File: src/rtl/bin2bcd_pkg.sv
// Shared constants for the sequential double-dabble binary-to-BCD converter.
// State encoding and the per-nibble add-3 adjust thresholds live here.
package bin2bcd_pkg;

  typedef logic state_t;

  localparam state_t ST_IDLE  = 1'b0;
  localparam state_t ST_SHIFT = 1'b1;

  localparam logic [3:0] BCD_ADJ_THRESH = 4'd5;
  localparam logic [3:0] BCD_ADJ_ADD    = 4'd3;

endpackage

File: src/rtl/bcd_nibble_adj.sv
// Combinational double-dabble adjust for one BCD nibble: adds 3 when the
// nibble is 5 or more, so the following left shift carries into the next digit.
module bcd_nibble_adj
  import bin2bcd_pkg::*;
(
  input  logic [3:0] nib_i,
  output logic [3:0] nib_o
);

  // Inputs are at most 9 during a legal conversion, so the sum stays in 4 bits.
  assign nib_o = (nib_i >= BCD_ADJ_THRESH) ? (nib_i + BCD_ADJ_ADD) : nib_i;

endmodule

File: src/rtl/bin2bcd_seq.sv
// Sequential shift-add-3 binary-to-BCD converter with a start/done handshake.
// Optional leading-zero blank mask enabled by defining BIN2BCD_BLANK_EN.
module bin2bcd_seq
  import bin2bcd_pkg::*;
#(
  parameter int WIDTH  = 32,
  parameter int DIGITS = 10,
  parameter int CNT_W  = 6
) (
  input  logic                  clk,
  input  logic                  reset_n,
  input  logic                  start,
  input  logic [WIDTH-1:0]      bin_in,
  output logic                  busy,
  output logic                  done,
  output logic                  valid,
  output logic [4*DIGITS-1:0]   bcd_out,
  output logic [DIGITS-1:0]     blank_mask
);

  // Handshake: start is sampled on a rising edge and accepted only while
  // busy is low (IDLE); bin_in is captured on that edge alone. done is a
  // one-cycle pulse in the cycle bcd_out/valid first show the new result,
  // and bcd_out/valid hold steady until the next done pulse.

  state_t                 state_q, state_d;
  logic [WIDTH-1:0]       shreg_q, shreg_d;
  logic [4*DIGITS-1:0]    scratch_q, scratch_d;
  logic [CNT_W-1:0]       cnt_q, cnt_d;
  logic [4*DIGITS-1:0]    bcd_q, bcd_d;
  logic                   valid_q, valid_d;
  logic                   done_q, done_d;

  logic [4*DIGITS-1:0]    scratch_adj;
  logic [4*DIGITS-1:0]    scratch_sh;
  logic [WIDTH-1:0]       shreg_sh;
  logic                   last_shift;
  logic                   scratch_msb_unused;

  genvar g;
  generate
    for (g = 0; g < DIGITS; g++) begin : g_adj
      bcd_nibble_adj u_adj (
        .nib_i (scratch_q[4*g +: 4]),
        .nib_o (scratch_adj[4*g +: 4])
      );
    end
  endgenerate

  // Adjust first, then shift {scratch, shreg} left by one as a single vector.
  assign scratch_sh         = {scratch_adj[4*DIGITS-2:0], shreg_q[WIDTH-1]};
  assign shreg_sh           = {shreg_q[WIDTH-2:0], 1'b0};
  assign last_shift         = (cnt_q == CNT_W'(WIDTH - 1));
  assign scratch_msb_unused = scratch_adj[4*DIGITS-1];

  // FSM state register
  always_ff @(posedge clk or negedge reset_n) begin
    if (!reset_n) begin
      state_q <= ST_IDLE;
    end else begin
      state_q <= state_d;
    end
  end

  // FSM next-state logic
  always_comb begin
    state_d = state_q;
    case (state_q)
      ST_IDLE:  if (start)      state_d = ST_SHIFT;
      ST_SHIFT: if (last_shift) state_d = ST_IDLE;
      default:                  state_d = ST_IDLE;
    endcase
  end

  // FSM / handshake outputs
  always_comb begin
    busy    = (state_q == ST_SHIFT);
    done    = done_q;
    valid   = valid_q;
    bcd_out = bcd_q;
  end

  // Datapath next-state
  always_comb begin
    shreg_d   = shreg_q;
    scratch_d = scratch_q;
    cnt_d     = cnt_q;
    bcd_d     = bcd_q;
    valid_d   = valid_q;
    done_d    = 1'b0;
    if (state_q == ST_IDLE) begin
      if (start) begin
        shreg_d   = bin_in;
        scratch_d = '0;
        cnt_d     = '0;
      end
    end else begin
      shreg_d   = shreg_sh;
      scratch_d = scratch_sh;
      cnt_d     = cnt_q + CNT_W'(1);
      if (last_shift) begin
        bcd_d   = scratch_sh;
        valid_d = 1'b1;
        done_d  = 1'b1;
      end
    end
  end

  always_ff @(posedge clk or negedge reset_n) begin
    if (!reset_n) begin
      shreg_q   <= '0;
      scratch_q <= '0;
      cnt_q     <= '0;
      bcd_q     <= '0;
      valid_q   <= 1'b0;
      done_q    <= 1'b0;
    end else begin
      shreg_q   <= shreg_d;
      scratch_q <= scratch_d;
      cnt_q     <= cnt_d;
      bcd_q     <= bcd_d;
      valid_q   <= valid_d;
      done_q    <= done_d;
    end
  end

`ifdef BIN2BCD_BLANK_EN
  logic [DIGITS-1:0] blank_q, blank_d;
  logic              all_zero;

  // Bit i is set when digit i and every higher digit are zero; digit 0 always shows.
  always_comb begin
    blank_d  = '0;
    all_zero = 1'b1;
    for (int i = DIGITS - 1; i >= 1; i--) begin
      all_zero   = all_zero & (scratch_sh[4*i +: 4] == 4'd0);
      blank_d[i] = all_zero;
    end
  end

  always_ff @(posedge clk or negedge reset_n) begin
    if (!reset_n) begin
      blank_q <= '0;
    end else if (done_d) begin
      blank_q <= blank_d;
    end
  end

  assign blank_mask = blank_q;
`else
  assign blank_mask = '0;
`endif

endmodule

File: config.mk
export PLATFORM = sky130hd
export DESIGN_NAME = bin2bcd_seq
export DESIGN_NICKNAME = d
export VERILOG_FILES = /design/src/rtl/bin2bcd_pkg.sv /design/src/rtl/bcd_nibble_adj.sv /design/src/rtl/bin2bcd_seq.sv
export SDC_FILE = /design/constraint.sdc
export NUM_CORES = 1
export LEC_CHECK = 0
export ABC_AREA = 1
export BUFFER_PORTS_ARGS = -buffer_cell sky130_fd_sc_hd__buf_4
export CAP_MARGIN = 20
export CORE_MARGIN = 3
export CORE_UTILIZATION = 45
export DETAILED_ROUTE_END_ITERATION = 12
export HOLD_SLACK_MARGIN = 0.03
export PLACE_DENSITY = 0.68
export RECOVER_POWER = 100
export SLEW_MARGIN = 0
export SYNTH_ARGS = -nofsm -noshare
export SYNTH_HDL_FRONTEND = slang
export SYNTH_SLANG_ARGS = --single-unit
File: constraint.sdc
create_clock -name clk -period 1.28 [get_ports clk]
set_input_delay 0.128 -clock clk [delete_from_list [all_inputs] [get_ports clk]]
set_output_delay 0.128 -clock clk [all_outputs]
set_load 0.05 [all_outputs]
==> results of run 1 <==
## worst min path at each step
stage	cells past startpoint	to	start	slack, ps
final	5	shreg_q[27]	start	150
after global routing	5	shreg_q[26]	start	180
after CTS	5	shreg_q[27]	start	170
after detailed placement	1	bcd_out[18]	reset_n	60
after global placement	1	bcd_out[18]	reset_n	70
after floorplan	0	bcd_out[0]	reset_n	-170
## critical path: stages (launching register included)
cell and delay (ps):
sky130_fd_sc_hd__dfrtp_1 400, sky130_fd_sc_hd__ha_4 170, sky130_fd_sc_hd__nand2_4 50, sky130_fd_sc_hd__nor2_4 110
sky130_fd_sc_hd__nand4_1 110, sky130_fd_sc_hd__buf_6 180, sky130_fd_sc_hd__clkbuf_16 180, sky130_fd_sc_hd__nand2_2 50
sky130_fd_sc_hd__nand2_1 50
## state kept, by name, summed over array words and instances (netlist names)
signal and count:
valid 1, cnt_q 6, shreg_q 32, done 1
bcd_out 40, scratch_q 40, busy 1
## cells in the final DEF, fill, tap and decap left out, types with 5 or more instances in the layout
master / instances
sky130_fd_sc_hd__o21ai_2: 7
sky130_fd_sc_hd__nand3_2: 7
sky130_fd_sc_hd__buf_4: 105
sky130_fd_sc_hd__nand2_2: 51
sky130_fd_sc_hd__nand3_1: 69
sky130_fd_sc_hd__inv_2: 26
sky130_fd_sc_hd__a21boi_2: 5
sky130_fd_sc_hd__buf_6: 19
sky130_fd_sc_hd__a22oi_2: 13
sky130_fd_sc_hd__dlygate4sd3_1: 33
sky130_fd_sc_hd__nand3_4: 7
sky130_fd_sc_hd__inv_1: 34
sky130_fd_sc_hd__buf_12: 7
sky130_fd_sc_hd__clkbuf_16: 25
sky130_fd_sc_hd__nand4_1: 22
sky130_fd_sc_hd__buf_8: 5
sky130_fd_sc_hd__conb_1: 10
sky130_fd_sc_hd__nand2_1: 256
sky130_fd_sc_hd__nand2_4: 13
sky130_fd_sc_hd__dfrtp_1: 120
sky130_fd_sc_hd__ha_1: 12
sky130_fd_sc_hd__clkinvlp_4: 5
sky130_fd_sc_hd__a22oi_1: 11
sky130_fd_sc_hd__clkbuf_2: 18
sky130_fd_sc_hd__ha_4: 5
## per-stage QoR
stage	cells	hold WS [ps]	setup slack (ps)	util [%]	TNS (ps)
final	1105	150	-140	71.1	-5250
after global routing	1105	183	-215	71.1	-10850
after CTS	1076	165	-88.3	64.1	-3250
after detailed placement	995	61.5	-134	54.9	-3080
after global placement	995	66.2	-44.7	54.9	-889
after floorplan	740	-168	-10.4	-	-20.8
## cells in the mapped netlist (all sizes together)
cell,instances
nand2,320
a21boi,10
a22oi,24
dfrtp,121
o21ai,14
or2,1
nor2,5
o221ai,2
o211ai,3
clkinv,1
conb,1
buf,30
ha,21
a21oi,2
inv,62
o22ai,1
nand4,22
nor3,1
nand3,83
a22o,1
clkbuf,6
## layout make-up
type	instances	area, µm²	share of cell area (%)
clock inverters	14	173	1.91
clock buffers	18	439	4.86
repair buffers	197	1870	20.7
inverters	63	249	2.75
multi-input cells	520	3060	33.9
flip-flops and latches	121	3030	33.5
well taps	172	215	2.38
## cell families (layout without fill, tap and decap cells)
kind of cell,count (synthesis),after routing
AO/OA/AOI/OAI,57,57
adder cells (fa/ha/maj),21,21
buffers and inverters,99,292
flip-flops,121,121
other,1,10
AND/OR/NAND/NOR,432,432
## timing repair
action,in CTS,in global routing
hold buffers,33,0
endpoints found under the setup margin,67,114
setup buffers,15,19
cloned,1,12
endpoints found under the hold margin,153,0
pin swaps,1,43
gates resized for setup,37,189
## where the power goes
| group | total [µW] | internal [µW] | switching [µW] |
|---|---|---|---|
| clock | 4920 | 3120 | 1800 |
| sequential | 7020 | 5520 | 1500 |
| combinational | 13200 | 5050 | 8110 |
| total | 25100 | 13700 | 11400 |
## layer usage
metal,track usage [%],part of all wire [%],up-vias
li1,-,-,2746
met5,0,0,-
met4,7.65,2.7,0
met1,27.2,40,2825
met3,5.29,5.8,49
met2,37.6,51,225
==> run_results.csv, run 1 <==
group,metric,value,unit
logic_synthesis,synthAdderAreaFrac,4.45,%
logic_synthesis,synth.top_cells.by_area,"sky130_fd_sc_hd__dfrtp_1, sky130_fd_sc_hd__nand2_1, sky130_fd_sc_hd__nand3_1",
cts,clk-insertion-delay-late,420,ps
detailed_routing,detailedRoute.firstPassIterationCount,5,
logic_synthesis,synth_top_cell_by_area,"sky130_fd_sc_hd__dfrtp_1",
status,status,"finished with violations",
critical_path,crit_path_start_kind,"flop",
cts,clockBufferDepth,2,
cts,tritoncts_num_sinks,121,
detailed_routing,finalWirelength,18.5,mm
logic_synthesis,yosys.area_share.simple,30.4,%
die,core_area,12700,µm²
final_layout,drive_above_1_share,37.0,%
pwr,power.total,25100,µW
final_layout,antenna-diode-count,0,
timing,timing_worst_slew_pin_value,593,ps
cts,cts_tree,"yes",
global_route,grt.overflow.total,0,
critical_path,critical_path_arrival,1730,ps
final_layout,synth_to_final_area_change,52.9,%
critical_path,setup.worst_path.end_class,"flop",
global_route,grt_pass1_wl,25.7,mm
pwr,power.static_leakage,0.00469,µW
critical_path,worst_setup_path_endpoint,"bcd_out[34]",
timing,finalWorstSetupSlack,-140,ps
logic_synthesis,synth_xor_area_share,0,%
die,die-height,121,µm
hold_path,hold_class,"input port to flop",
cts,numCtsBuffers,17,
final_layout,post_layout_nets,976,
place,place.port_buffers,77,
detailed_routing,drt_antenna_net_count,0,
detailed_routing,routedWlPerCell,16.7,µm
die,fp-row-count,41,
logic_synthesis,synth_largest_type_area_fraction,51.2,%
status,violations,"setup timing",
logic_synthesis,post_synth_instance_area,5910,µm²
pwr,irDropWorstVdd,0.00114,V
global_route,number_of_global_route_vias_before_repair,5497,
global_route,grt_antenna_before_repair,0,
timing,drv_slew,0,
detailed_routing,detail_route.iter0.violations,520,
cts,max_h_tree_level,4,
logic_synthesis,synth.ff_latch_count,121,
detailed_routing,drc,0,
die,floorplan.die.width,121,µm
logic_synthesis,synth_compound_area_share,6.60,%
timing,skew,6.95,ps
logic_synthesis,yosys.cell_types.count,25,
timing,hold_viol_final,0,
critical_path,worstPathRequired,1590,ps
final_layout,fillers,918,
job,drv_cap,0,
die,floorplan.die_area,14500,µm²
timing,unrepaired_setup_endpoints_after_global_routing,"true",
die,floorplan.initialDensity,46.5,%
critical_path,worstReg2RegStart,"cnt_q[1]",
place,place_hpwl,9.72,mm
logic_synthesis,synth_sequential_area_ratio,51.2,%
pwr,power_density,2780,nW/µm²
detailed_routing,total_number_of_vias,5845,
cts,clk_transition_reported_paths,60,ps
critical_path,reg2reg_slack,-140,ps
final_layout,stdcell_area,9040,µm²
global_route,grt_max_degree,34,
logic_synthesis,synthMuxAreaShare,0,%
timing,timing.final.setup_violations,63,
critical_path,timing_worst_setup_path_type,"flop to flop",
die,top_level_ports,88,
detailed_routing,via_per_inst,5.29,
logic_synthesis,synth_area_per_cell,8.09,µm²
timing,max_freq,0.704,GHz
place,placed_area,6980,µm²
logic_synthesis,synth_cells,731,
timing,max-slew-margin-rel,60.5,%
timing,timing.final.crit_period,1420,ps
global_route,globalRouteTotalUtil,22.0,%
critical_path,timing.reg2reg.worst_path_depth,8,
critical_path,cp_max_fo,7,
logic_synthesis,main_combinational_cell_family_by_area_after_synthesis,"simple AND/OR/NAND/NOR gates",
place,weighted_congestion_at_the_end_of_routability_driven_global_placement,0.925,
critical_path,startpoint,"cnt_q[1]",
timing,fin_crit_sh,111,%
critical_path,worstReg2RegEnd,"bcd_out[34]",
logic_synthesis,synth_warnings,0,
cts,cts_root_buffer,"sky130_fd_sc_hd__clkbuf_16",
(Power assumes the default switching activity.)
==> run 2, diff against run 1 <==
--- a/config.mk
+++ b/config.mk
@@ -8,6 +8,7 @@
 export ABC_AREA = 1
 export BUFFER_PORTS_ARGS = -buffer_cell sky130_fd_sc_hd__buf_4
 export CAP_MARGIN = 20
+export CORE_ASPECT_RATIO = 1.25
 export CORE_MARGIN = 3
 export CORE_UTILIZATION = 45
 export DETAILED_ROUTE_END_ITERATION = 12
==> run 2 against run 1 <==
Against the previous run: the run still ends with setup timing left; setup slack got worse by 56 ps; combinational power decreased by 9%; final cell count decreased by 2.3%; critical path depth unchanged; core utilization decreased by 3.4 points; worst hold slack improved by 8.0 ps; global-route usage decreased by 1.4 points; clock power decreased by 4.7%; non-clock buffer count decreased by 22; fmax decreased by 3.8%; clock skew increased by 6.3 ps; clock-buffer cell count unchanged; largest cell class is now sequential cells; largest power group unchanged; highest routed layer unchanged.
==> run_results.csv, run 2 (synthesis results as in run 1) <==
group,metric,value,unit
status,status,"finished with violations",
status,violations,"setup timing",
pwr,comb_power_share,50.8,%
pwr,power_density,2740,nW/µm²
die,core_area,12800,µm²
cts,cts_root_buffer,"sky130_fd_sc_hd__clkbuf_16",
final_layout,post_layout_nets,955,
pwr,p_sw,10700,µW
final_layout,mostFrequentLayoutCell,"sky130_fd_sc_hd__nand2_1",
die,top_level_ports,88,
global_route,grt_pass1_wl,24.3,mm
die,floorplan.die.width,109,µm
die,floorplan.die_area,14600,µm²
pwr,clock_network_power_share,19.8,%
cts,clockBufferDepth,2,
timing,fin_crit_sh,115,%
job,drv_cap,0,
cts,numCtsBuffers,17,
timing,timing.final.setup_violations,55,
final_layout,stdcell_area,8650,µm²
place,dpl_worst_slack,-81.5,ps
global_route,grt.overflow.total,0,
final_layout,drive_above_1_share,34.9,%
critical_path,setup.worst_path.end_class,"flop",
timing,skew,13.2,ps
global_route,grt_max_degree,57,
timing,unrepaired_setup_endpoints_after_global_routing,"true",
detailed_routing,detailedRoute.firstPassIterationCount,7,
timing,hold_viol_final,0,
timing,finalHoldWorstSlack,158,ps
critical_path,crit_path_start_kind,"flop",
final_layout,antenna-diode-count,0,
detailed_routing,routedWlPerCell,14.8,µm
global_route,globalRouteTotalUtil,20.6,%
critical_path,path_cells,"ha_4 -> nand2_2 -> nor2_2 -> nand4_1 -> buf_6 -> clkbuf_16 -> nand2_2 -> nand2_1",
final_layout,layout.cells.most_common_list,"sky130_fd_sc_hd__nand2_1, sky130_fd_sc_hd__dfrtp_1, sky130_fd_sc_hd__nand3_1, sky130_fd_sc_hd__buf_4, sky130_fd_sc_hd__nand2_2",
cts,clk-insertion-delay-late,420,ps
critical_path,critical_path.slowest_cell,"sky130_fd_sc_hd__dfrtp_1",
place,place_hpwl,9.24,mm
place,place.port_buffers,77,
timing,finalWorstSetupSlack,-197,ps
pwr,irDropWorstVdd,0.00112,V
detailed_routing,drc,0,
cts,clk_transition_reported_paths,60,ps
pwr,cell_internal_pwr,12900,µW
cts,max_h_tree_level,4,
critical_path,cp_slowest_stage_delay,400,ps
timing,drv_slew,0,
timing,max_freq,0.677,GHz
critical_path,crit_path_frequent_cell,"sky130_fd_sc_hd__nand2_2",
critical_path,timing_worst_setup_path_type,"flop to flop",
place,placed_area,6910,µm²
critical_path,cp_max_fo,6,
detailed_routing,via_per_inst,5.22,
final_layout,fillers,948,
critical_path,timing.reg2reg.worst_path_depth,8,
place,weighted_congestion_at_the_end_of_routability_driven_global_placement,0.854,
cts,tritoncts_num_sinks,121,
detailed_routing,finalWirelength,16.0,mm
critical_path,worstPathRequired,1590,ps
final_layout,synth_to_final_area_change,46.3,%
die,die-height,134,µm
hold_path,hold-path-cell-count,5,
critical_path,critical_path_arrival,1780,ps
detailed_routing,drt_antenna_net_count,0,
hold_path,hold_class,"input port to flop",
cts,cts_tree,"yes",
timing,timing.final.crit_period,1480,ps
final_layout,final-instance-count-excl-fill,1080,
die,floorplan.initialDensity,46.3,%
detailed_routing,detail_route.iter0.violations,304,
pwr,share_seq_of_total_power,29.4,%
detailed_routing,total_number_of_vias,5635,
timing,max-slew-margin-rel,65.6,%
pwr,power.static_leakage,0.00455,µW
place,placedCellCount,987,
global_route,number_of_global_route_vias_before_repair,5572,
timing,timing_worst_slew_pin_value,516,ps
pwr,power_switching_share,45.4,%
die,fp-row-count,46,
global_route,grt_antenna_before_repair,0,
==> run 2: cell types whose count changed in the layout (fill, tap and decap cells not counted), moves of 4 or more <==
cell,before,now
sky130_fd_sc_hd__buf_4,105,71
sky130_fd_sc_hd__clkbuf_2,18,31
sky130_fd_sc_hd__nand2_1,256,268
sky130_fd_sc_hd__buf_2,0,10
sky130_fd_sc_hd__nand2_2,51,41
sky130_fd_sc_hd__a22oi_1,11,4
sky130_fd_sc_hd__a22oi_2,13,20
sky130_fd_sc_hd__buf_6,19,12
sky130_fd_sc_hd__ha_1,12,17
sky130_fd_sc_hd__clkbuf_16,25,21
sky130_fd_sc_hd__o21ai_2,7,11
==> run 2: through the flow <==
stage	util [%]	power, µW	TNS (ps)
3_3_place_gp	54.1	16200	-458
5_1_grt	67.7	25300	-12660
4_1_cts	63.0	21900	-2920
3_5_place_dp	54.1	16600	-3160
2_1_floorplan	-	13600	-20.8
6_report	67.7	23700	-6430
==> run 2: path summary, 6_finish.rpt <==
| check | start | end | slack [ps] |
|---|---|---|---|
| min in group asynchronous | reset_n | shreg_q[9] | 220 |
| max in group asynchronous | reset_n | bcd_out[35] | 180 |
| hold / removal | start | shreg_q[24] | 160 |
| setup / recovery | cnt_q[1] | bcd_out[2] | -200 |
| setup reg to reg | cnt_q[1] | bcd_out[2] | -200 |
| hold reg to reg | bcd_out[23] | bcd_out[23] | 470 |
==> run 2: critical path, delay by kind of cell, from the launching register on <==
| family | cells | cell delay [ps] |
|---|---|---|
| DFF | 1 | 400 |
| buffers and inverters | 2 | 360 |
| adders and majority gates | 1 | 170 |
| and+or+nand+nor | 5 | 430 |
==> run 2: cell type report <==
| class | count | area (µm²) | share of cell area [%] |
|---|---|---|---|
| Multi-Input combinational cell | 520 | 3020 | 34.9 |
| Clock inverter | 14 | 151 | 1.75 |
| Tap cell | 168 | 210 | 2.43 |
| Timing Repair Buffer | 175 | 1550 | 17.9 |
| Timing Repair inverter | 1 | 5.00 | 0.0579 |
| Inverter | 63 | 248 | 2.86 |
| Clock buffer | 18 | 439 | 5.08 |
| Sequential cell | 121 | 3030 | 35.0 |
==> run 2: routing by layer <==
metal	track usage (%)	part of all wire (%)	up-vias
li1	-	-	2696
met1	23.5	40	2734
met2	37.5	54	173
met3	4.67	4.9	32
met4	7.09	1.8	0
met5	0	0	-
==> run 2: what timing repair did <==
action,4_1_cts,5_1_grt
cloned,1,7
setup buffers,9,11
endpoints found under the hold margin,153,0
gates resized for setup,41,170
pin swaps,4,50
hold buffers,33,0
setup endpoints to repair,94,116
==> run 2: power by group through the flow <==
stage	logic, µW	registers [µW]	clock network [µW]
after detailed placement	9900	6700	0
after floorplan	5200	8360	0
after global routing	13200	7150	4930
final	12000	6960	4690
after global placement	9530	6640	0
after CTS	10500	6670	4740
==> run 3, diff against run 2 <==
--- a/config.mk
+++ b/config.mk
@@ -8,12 +8,15 @@
 export ABC_AREA = 1
 export BUFFER_PORTS_ARGS = -buffer_cell sky130_fd_sc_hd__buf_4
 export CAP_MARGIN = 20
+export CELL_PAD_IN_SITES_DETAIL_PLACEMENT = 1
+export CELL_PAD_IN_SITES_GLOBAL_PLACEMENT = 1
 export CORE_ASPECT_RATIO = 1.25
 export CORE_MARGIN = 3
-export CORE_UTILIZATION = 45
+export CORE_UTILIZATION = 38
+export CTS_CLUSTER_DIAMETER = 60
 export DETAILED_ROUTE_END_ITERATION = 12
 export HOLD_SLACK_MARGIN = 0.03
-export PLACE_DENSITY = 0.68
+export PLACE_DENSITY_LB_ADDON = 0.1
 export RECOVER_POWER = 100
 export SLEW_MARGIN = 0
 export SYNTH_ARGS = -nofsm -noshare
==> run 3 against run 2 <==
Against the previous run: the run still ends with setup timing left; final cell count up 6.5%; sequential power up 2%; power up 11%; register-to-register slack about the same; sequential cell count unchanged; critical path depth down 1; clock skew down 1.2 ps; fmax down 0.83%; combinational power up 19%; worst hold slack worse by 48 ps; largest cell class is now multi-input combinational cells.
==> run_results.csv, run 3 (synthesis results as in run 1) <==
group,metric,value,unit
status,status,"finished with violations",
status,violations,"setup timing",
critical_path,crit_path_frequent_cell,"sky130_fd_sc_hd__nand2_1",
pwr,power.static_leakage,0.00494,µW
cts,numCtsBuffers,17,
die,floorplan.initialDensity,39.0,%
final_layout,synth_to_final_area_change,59.3,%
detailed_routing,detailedRoute.firstPassIterationCount,4,
critical_path,worstPathRequired,1580,ps
pwr,power_density,2800,nW/µm²
place,place.port_buffers,77,
global_route,grt.overflow.total,0,
global_route,grt_pass1_wl,30.8,mm
die,floorplan.die.width,118,µm
hold_path,hold_class,"input port to flop",
final_layout,post_layout_nets,985,
critical_path,critical_path_arrival,1790,ps
place,dpl_worst_slack,-163,ps
die,floorplan.die_area,17100,µm²
place,place_hpwl,11.2,mm
critical_path,cp_max_fo,41,
global_route,global_routing_usage_on_met2,42.2,%
die,die-height,145,µm
global_route,number_of_global_route_vias_before_repair,6277,
pwr,irDropWorstVdd,0.00141,V
die,top_level_ports,88,
timing,hold_viol_final,0,
global_route,grt_antenna_before_repair,0,
cts,cts_tree,"yes",
final_layout,drive_above_1_share,41.0,%
cts,tritoncts_num_sinks,121,
timing,drv_slew,0,
critical_path,timing_worst_setup_path_type,"flop to flop",
timing,timing.final.crit_period,1490,ps
detailed_routing,finalWirelength,21.8,mm
critical_path,crit_path_start_kind,"flop",
global_route,gr-usage-met3,4.24,%
final_layout,antenna-diode-count,0,
pwr,power_switching_share,46.3,%
global_route,grtUsageMet1,24.1,%
place,weighted_congestion_at_the_end_of_routability_driven_global_placement,0.880,
final_layout,layout.core_utilization,62.2,%
detailed_routing,drt_antenna_net_count,0,
timing,skew,12.0,ps
cts,max_h_tree_level,4,
critical_path,cp_slowest_stage_delay,410,ps
pwr,comb_power_share,54.2,%
global_route,globalRouteTotalUtil,22.3,%
detailed_routing,detail_route.iter0.violations,283,
detailed_routing,routedWlPerCell,19.0,µm
pwr,p_sw,12200,µW
final_layout,mostFrequentLayoutCell,"sky130_fd_sc_hd__nand2_1",
detailed_routing,total_number_of_vias,5888,
timing,timing.final.setup_violations,116,
timing,timing_worst_slew_pin_value,953,ps
timing,finalWorstSetupSlack,-209,ps
timing,fin_crit_sh,116,%
cts,clk_transition_reported_paths,60,ps
job,drv_cap,0,
cts,clockBufferDepth,2,
critical_path,timing.reg2reg.worst_path_depth,7,
timing,max-slew-margin-rel,36.5,%
critical_path,path_cells,"ha_4 -> nand2_1 -> nor2_2 -> nand4_1 -> buf_12 -> nand2_1 -> o21ai_1",
detailed_routing,via_per_inst,5.12,
die,fp-row-count,50,
cts,cts_root_buffer,"sky130_fd_sc_hd__clkbuf_16",
pwr,share_seq_of_total_power,26.9,%
timing,max_freq,0.672,GHz
detailed_routing,drc,0,
global_route,grt_most_used_layer,"met2",
global_route,grt_max_degree,64,
hold_path,hold-path-cell-count,4,
final_layout,layout.cells.most_common_list,"sky130_fd_sc_hd__nand2_1, sky130_fd_sc_hd__dfrtp_1, sky130_fd_sc_hd__buf_4, sky130_fd_sc_hd__nand3_1, sky130_fd_sc_hd__nand2_2",
critical_path,setup.worst_path.end_class,"flop",
cts,clk-insertion-delay-late,430,ps
critical_path,critical_path.slowest_cell,"sky130_fd_sc_hd__dfrtp_1",
pwr,clock_network_power_share,18.9,%
die,core_area,15100,µm²
timing,unrepaired_setup_endpoints_after_global_routing,"true",
pwr,cell_internal_pwr,14200,µW
-- run 3: cell types whose count changed in the layout (fill, tap and decap cells not counted), sizes merged --
cell / previous run / this run
bufinv: 2 / 3
buf: 103 / 143
clkinvlp: 6 / 4
bufbuf: 1 / 0
clkbuf: 56 / 50
clkinv: 9 / 7
-- run 3: area by class of cell --
class                      count  area, µm²
timing repair buffer         206       1970
fill                        1705       5720
tap                          208        260
multi-input combinational    520       3290
clock buffer                  20        457
inverter                      63        259
sequential                   121       3030
clock inverter                12        149
-- run 3: final timing paths --
path,startpoint,end,slack (ps)
max,cnt_q[1],bcd_out[0],-210
min,start,cnt_q[2],110
max reg2reg,cnt_q[1],bcd_out[0],-210
min reg2reg,bcd_out[11],bcd_out[11],470
max in group asynchronous,reset_n,busy,90
min in group asynchronous,reset_n,bcd_out[14],470
-- run 3: power by group through the flow --
stage                     logic (µW)  clock network (µW)  registers [µW]
after floorplan                 5200                   0            8360
final                          14300                4980            7100
after global routing           15600                5250            7300
after detailed placement       10800                   0            6750
after global placement         10300                   0            6670
after CTS                      12300                5010            6810
-- run 3: metal layers --
layer  vias up  part of all wire [%]
met5         -                     0
met4         0                   2.6
met3        44                   2.6
met2       109                    57
met1      2983                    38
li1       2752                     -
-- run 3: through the flow --
stage / std cells / instance area, µm² / hold slack (ps) / total power [µW] / setup TNS [ps]
3_5_place_dp: 1045 / 7140 / 174 / 17500 / -7240
2_1_floorplan: 740 / 5980 / -168 / 13600 / -20.8
5_1_grt: 1150 / 9420 / 140 / 28100 / -21270
4_1_cts: 1134 / 8690 / 110 / 24100 / -3640
6_report: 1150 / 9420 / 109 / 26300 / -13740
3_3_place_gp: 1045 / 7140 / 173 / 17000 / -2440
-- run 3: worst max-delay path: cells and delay by family (launching register included) --
family,cells,cell delay [ps]
adders and majority gates,1,190
and+or+nand+nor,4,440
buffers and inverters,1,210
DFF,1,410
AOI/OAI and AO/OA,1,90
-- run 3: what timing repair did --
action,CTS,global route
gates resized for setup,104,178
pin swaps,21,64
setup endpoints to repair,108,120
gates cloned,5,6
buffers inserted,20,11
endpoints found under the hold margin,153,0
hold buffers,33,0
